**config.mk**
```make
export PLATFORM = sky130hd
export DESIGN_NAME = mux16_rr_sampler
export DESIGN_NICKNAME = d
export VERILOG_FILES = /design/src/rtl/mux16_rr_pkg.sv /design/src/rtl/rr_pick16.sv /design/src/rtl/mux16_rr_sampler.sv
export SDC_FILE = /design/constraint.sdc
export NUM_CORES = 1
export LEC_CHECK = 0
export CAP_MARGIN = 30
export CELL_PAD_IN_SITES_DETAIL_PLACEMENT = 1
export CELL_PAD_IN_SITES_GLOBAL_PLACEMENT = 2
export CORE_UTILIZATION = 38
export CTS_BUF_LIST = sky130_fd_sc_hd__clkbuf_8
export CTS_CLUSTER_SIZE = 24
export DETAILED_ROUTE_END_ITERATION = 8
export PLACE_DENSITY = 0.86
export SLEW_MARGIN = 20
export SYNTH_ARGS = -nofsm -noshare
export SYNTH_HDL_FRONTEND = slang
export SYNTH_SLANG_ARGS = --single-unit
```
**constraint.sdc**
```tcl
create_clock -name clk -period 8.2 [get_ports clk]
set_clock_uncertainty 0.05 [all_clocks]
set_input_delay 0.82 -clock clk [delete_from_list [all_inputs] [get_ports clk]]
set_output_delay 0.82 -clock clk [all_outputs]
set_load 0.01 [all_outputs]
```
**src/rtl/mux16_rr_pkg.sv**
```systemverilog
// Shared types and constants for the 16-channel round-robin mux sampler.
package mux16_rr_pkg;

  localparam int NUM_CH = 16;

  typedef logic [3:0] ch_idx_t;

  typedef enum logic [1:0] {
    ST_IDLE,
    ST_SETTLE,
    ST_HOLD
  } state_t;

endpackage

```
**src/rtl/rr_pick16.sv**
```systemverilog
// Combinational round-robin picker: finds the first set request bit at or
// above (last+1) mod 16, wrapping 15->0. Rotate, priority-encode, un-rotate.
module rr_pick16
  import mux16_rr_pkg::*;
(
  input  logic [15:0] req,
  input  ch_idx_t     last,
  output ch_idx_t     win,
  output logic        any
);

  ch_idx_t     start;
  logic [31:0] dbl;
  logic [15:0] rot;
  ch_idx_t     off;

  // Rotate so the highest-priority channel lands at bit 0, pick the lowest set bit.
  always_comb begin
    // NOTE: every always_comb output gets a default first so no path leaves it unassigned (no latch).
    start = last + 4'd1;
    dbl   = {req, req} >> start;
    rot   = dbl[15:0];
    off   = '0;
    for (int i = 15; i >= 0; i--) begin
      if (rot[i]) off = ch_idx_t'(i);
    end
    win = start + off;
    any = |req;
  end

endmodule

```
**src/rtl/mux16_rr_sampler.sv**
```systemverilog
// Round-robin scheduler driving one shared 16:1 bit mux: grants a channel,
// waits SETTLE_CYC edges, captures mux_y and offers it on a valid/ready port.
// Optional build macro MUX16_RR_GRANT_CNT_EN adds gnt_cnt and req_pending.
module mux16_rr_sampler
  import mux16_rr_pkg::*;
#(
  parameter int SETTLE_CYC = 1,
  parameter int CH_W       = 4
) (
  input  logic            clk,
  input  logic            rst,
  input  logic [15:0]     req,
  output logic [CH_W-1:0] sel,
  input  logic            mux_y,
  output logic [15:0]     grant,
  output logic            out_valid,
  input  logic            out_ready,
  output logic            out_bit,
  output logic [CH_W-1:0] out_ch,
  output logic            busy
`ifdef MUX16_RR_GRANT_CNT_EN
  ,
  output logic [15:0]     gnt_cnt,
  output logic [4:0]      req_pending
`endif
);

  localparam logic [3:0] SETTLE_LOAD = 4'(SETTLE_CYC - 1);

  state_t  state, state_nxt;
  ch_idx_t last_grant;
  ch_idx_t win;
  logic    any;
  logic    [3:0] cnt;
  logic    accept;

  rr_pick16 u_pick (
    .req  (req),
    .last (last_grant),
    .win  (win),
    .any  (any)
  );

  assign accept = (state == ST_HOLD) && out_valid && out_ready;
  assign busy   = (state != ST_IDLE);

  // State register.
  always_ff @(posedge clk) begin
    // NOTE: clocked state uses non-blocking assignments so all registers update together.
    if (rst) state <= ST_IDLE;
    else     state <= state_nxt;
  end

  // Next-state decode.
  always_comb begin
    state_nxt = state;
    case (state)
      ST_IDLE:   if (any)        state_nxt = ST_SETTLE;
      ST_SETTLE: if (cnt == '0)  state_nxt = ST_HOLD;
      ST_HOLD:   if (accept)     state_nxt = ST_IDLE;
      default:                   state_nxt = ST_IDLE;
    endcase
  end

  // Grant, settle counter, capture and handshake registers.
  always_ff @(posedge clk) begin
    if (rst) begin
      sel        <= '0;
      grant      <= '0;
      out_valid  <= 1'b0;
      out_bit    <= 1'b0;
      out_ch     <= '0;
      last_grant <= ch_idx_t'(NUM_CH - 1);
      cnt        <= '0;
    end else begin
      case (state)
        ST_IDLE: begin
          if (any) begin
            sel   <= win;
            grant <= 16'd1 << win;
            cnt   <= SETTLE_LOAD;
          end
        end
        ST_SETTLE: begin
          if (cnt != '0) begin
            cnt <= cnt - 4'd1;
          end else begin
            out_bit   <= mux_y;
            out_ch    <= sel;
            out_valid <= 1'b1;
          end
        end
        ST_HOLD: begin
          // sel is left unchanged so the mux keeps pointing at the last owner.
          if (accept) begin
            out_valid  <= 1'b0;
            grant      <= '0;
            last_grant <= sel;
          end
        end
        default: ;
      endcase
    end
  end

`ifdef MUX16_RR_GRANT_CNT_EN
  // Accepted-sample counter and registered request popcount.
  always_ff @(posedge clk) begin
    if (rst) begin
      gnt_cnt     <= '0;
      req_pending <= '0;
    end else begin
      if (accept) gnt_cnt <= gnt_cnt + 16'd1;
      req_pending <= 5'($countones(req));
    end
  end
`endif

endmodule
```
==> flow_summary.ini <==
[route]
ant_nets = 0
drc_errors = 0
first_pass_iters = 4
wl_per_cell_um = 17.6
vias_per_cell = 5.75
routed_wl_um = 7020
via_count = 2290
drt-initial-drc-count = 50

[grt]
grt-ovfl-total = 0
first_global_vias = 2305
antenna_found_initial = 0
grt_max_degree = 26
grt_pass1_wl_um = 11500
grt_usage_pct = 19.8

[setup_path]
cp_data_arrival_time_ns = 5.28
cpMaxStageDelayCell = xnor2_2
cp.required_ns = 8.38
critPathLaunchType = flip-flop
end_kind = flip-flop
crit_buf_inv = 2
cp_slowest_stage_delay_ns = 0.62
path_class = flip-flop to flip-flop
critPathMaxFanout = 18
crit_chain = buf_8 > ha_1 > buf_8 > mux4_2 > mux2i_1 > mux2i_1 > or2_2 > nor3_1 > o31ai_1 > a311oi_1 > ha_1 > a21o_1 > a21oi_1 > xor2_1 > xnor2_2 > a32o_1
cp_top_family = compound AO/OA/AOI/OAI gates

[pwr]
swShare_pct = 30.0
power.share.combinational_pct = 30.8
peakVddDrop_uv = 89.4
switchingPower_uw = 156
seq_power_share_pct = 36.4
p_leak_uw = 0.00119
power.density_nw_per_um2 = 155
power.clock.fraction_pct = 32.8
total_power_uw = 521
p_int_uw = 365

[timing]
rsz0062_at_grt = false
finalCriticalPeriod_ns = 5.10
period_share_pct = 62.3
hold_violations = 0
setup_viol = 0
holdWs_ns = 0.407
worst_slack_ns = 3.10
fmax_mhz = 196
slew_violations = 0
slew-limit-headroom_pct = 52.1
setup_tns_ns = 0
worst_slew_pin_slew_ns = 0.715

[floorplan]
ioPinCount = 47
std_cell_rows = 30
core_area_um2 = 6790
die_w_um = 86
die_h_um = 86
initial_core_util_pct = 39.5
dieArea_um2 = 7400

[worst_hold_path]
hp-class = flip-flop to flip-flop

[clock_tree]
cts_inserted_buffers = 5
cts_setup_buffers = 0
cts_buffer_depth = 2
cts_htree_levels = 2
clock_latency_ns = 0.28
ctsHoldBuffers = 0
numClockSinks = 36
tritoncts = done
cts_resized = 0
cts-root-buf = clkbuf_8
cts.clk_slew.worst_paths_ns = 0.08

[logic_synthesis]
syn_inst = 257
synth.area.top_cells = dfxtp_1, mux4_2, mux2i_1, mux4_1, nor2_1
synthTopCellsByCount = dfxtp_1, nor2_1, mux4_2, inv_1
syn_avg_cell_area_um2 = 10.4
ys_warn_count = 0
synth_cell_types = 53
synth_most_common_cell = dfxtp_1
ys.flop_type = dfxtp_1
synth_edf_count = 0
synth_top_area_cell = dfxtp_1
synth_seq_cells = 36
synth.top_cell.area_share_pct = 26.9
syn_area_um2 = 2680
yosysSeqAreaShare_pct = 26.9
synthArstFlopShare_pct = 0
syn-num-nets = 284

[final_layout]
fillCellCount = 762
areaGrowthSynthToFinish_pct = 25.4
final_cells = 398
drive_above_1_share_pct = 14.6
nNetsFinal = 328
n_antenna_cell = 0

[place]
dp_cells = 389
hpwlAfterDp_um = 5470
port_buffers = 46
routabilityCongestion = 0.870
preCtsSetupSlack_ns = 2.73

[run]
maxCapViolations = 0

[outcome]
outcome = complete, no violations
[layout by cell type, fill, tap and decap left out, types with 5 or more instances in the layout]
master	count
a32o_1	8
nand2_1	15
mux2_1	8
ha_1	6
clkbuf_8	7
o31ai_1	8
nor2_1	30
clkdlybuf4s50_1	46
mux2i_1	15
inv_1	19
mux4_1	5
nor4_1	7
mux4_2	21
dfxtp_1	36
a21oi_1	11
[power by group through the flow]
stage	registers, uW	logic, uW	clock network (uW)
after floorplan	196	101	0
after global placement	194	154	0
after detailed placement	195	160	0
after CTS	191	160	174
after global routing	191	175	182
final	190	160	171
[worst register-to-register path, stage by stage, from the launching register on]
cell and delay, ns:
dfxtp_1 0.40, buf_8 0.20, ha_1 0.59, buf_8 0.25, mux4_2 0.54, mux2i_1 0.24, mux2i_1 0.14, or2_2 0.38
nor3_1 0.20, o31ai_1 0.11, a311oi_1 0.31, ha_1 0.28, a21o_1 0.17, a21oi_1 0.16, xor2_1 0.14, xnor2_2 0.62
a32o_1 0.28
[routing by layer]
layer | GRT usage, % | wire length (um) | up-vias | share of wire, %
met1 | 26.2 | 3110 | 1139 | 44
met5 | 0 | 0 | - | 0
met2 | 33.5 | 3510 | 70 | 50
met3 | 3.27 | 295 | 10 | 4.2
li1 | - | - | 1071 | -
met4 | 5.30 | 99 | 0 | 1.4
[per-stage QoR]
| stage | instance area [um2] | utilization [%] |
|---|---|---|
| 3_5_place_dp | 3220 | 47.4 |
| 4_1_cts | 3350 | 49.3 |
| 3_3_place_gp | 3200 | 47.1 |
| 6_report | 3360 | 49.5 |
| 2_1_floorplan | 2680 | - |
| 5_1_grt | 3360 | 49.5 |
[flip-flops by register name (all words and copies together) (netlist names)]
| name | count |
|---|---|
| grant | 16 |
| last_grant | 4 |
| sel | 4 |
| state | 2 |
| out_valid | 1 |
| cnt | 4 |
| out_bit | 1 |
| out_ch | 4 |
[worst paths after layout]
path                 startpoint        end  slack (ns)  cells after the start
hold reg to reg        grant[2]   grant[2]        0.41                      2
setup / recovery  last_grant[0]  grant[12]        3.10                     16
setup reg to reg  last_grant[0]  grant[12]        3.10                     16
hold / removal         grant[2]   grant[2]        0.41                      2
[kinds of logic (layout without fill, tap and decap cells)]
logic type / after synthesis / count (layout) / synth area share [%]
and+or+nand+nor: 79 / 79 / 14.9
adders and majority gates: 7 / 7 / 3.55
muxes: 50 / 50 / 31.9
xor gates and xnor gates: 7 / 7 / 3.55
AOI/OAI and AO/OA: 45 / 45 / 13.7
buffers and inverters: 33 / 78 / 5.46
DFF: 36 / 36 / 26.9
[layout make-up]
cell class                 count  area (um2)  share of cell area [%]
multi-input combinational    188        1810                    54.0
sequential                    36         721                    21.4
timing repair buffer          50         505                    15.0
clock buffer                   7        96.3                    2.87
clock inverter                 1        30.0                   0.893
tap                           96         120                    3.57
inverter                      20        75.1                    2.23
Power figures use the tool's default switching activity.
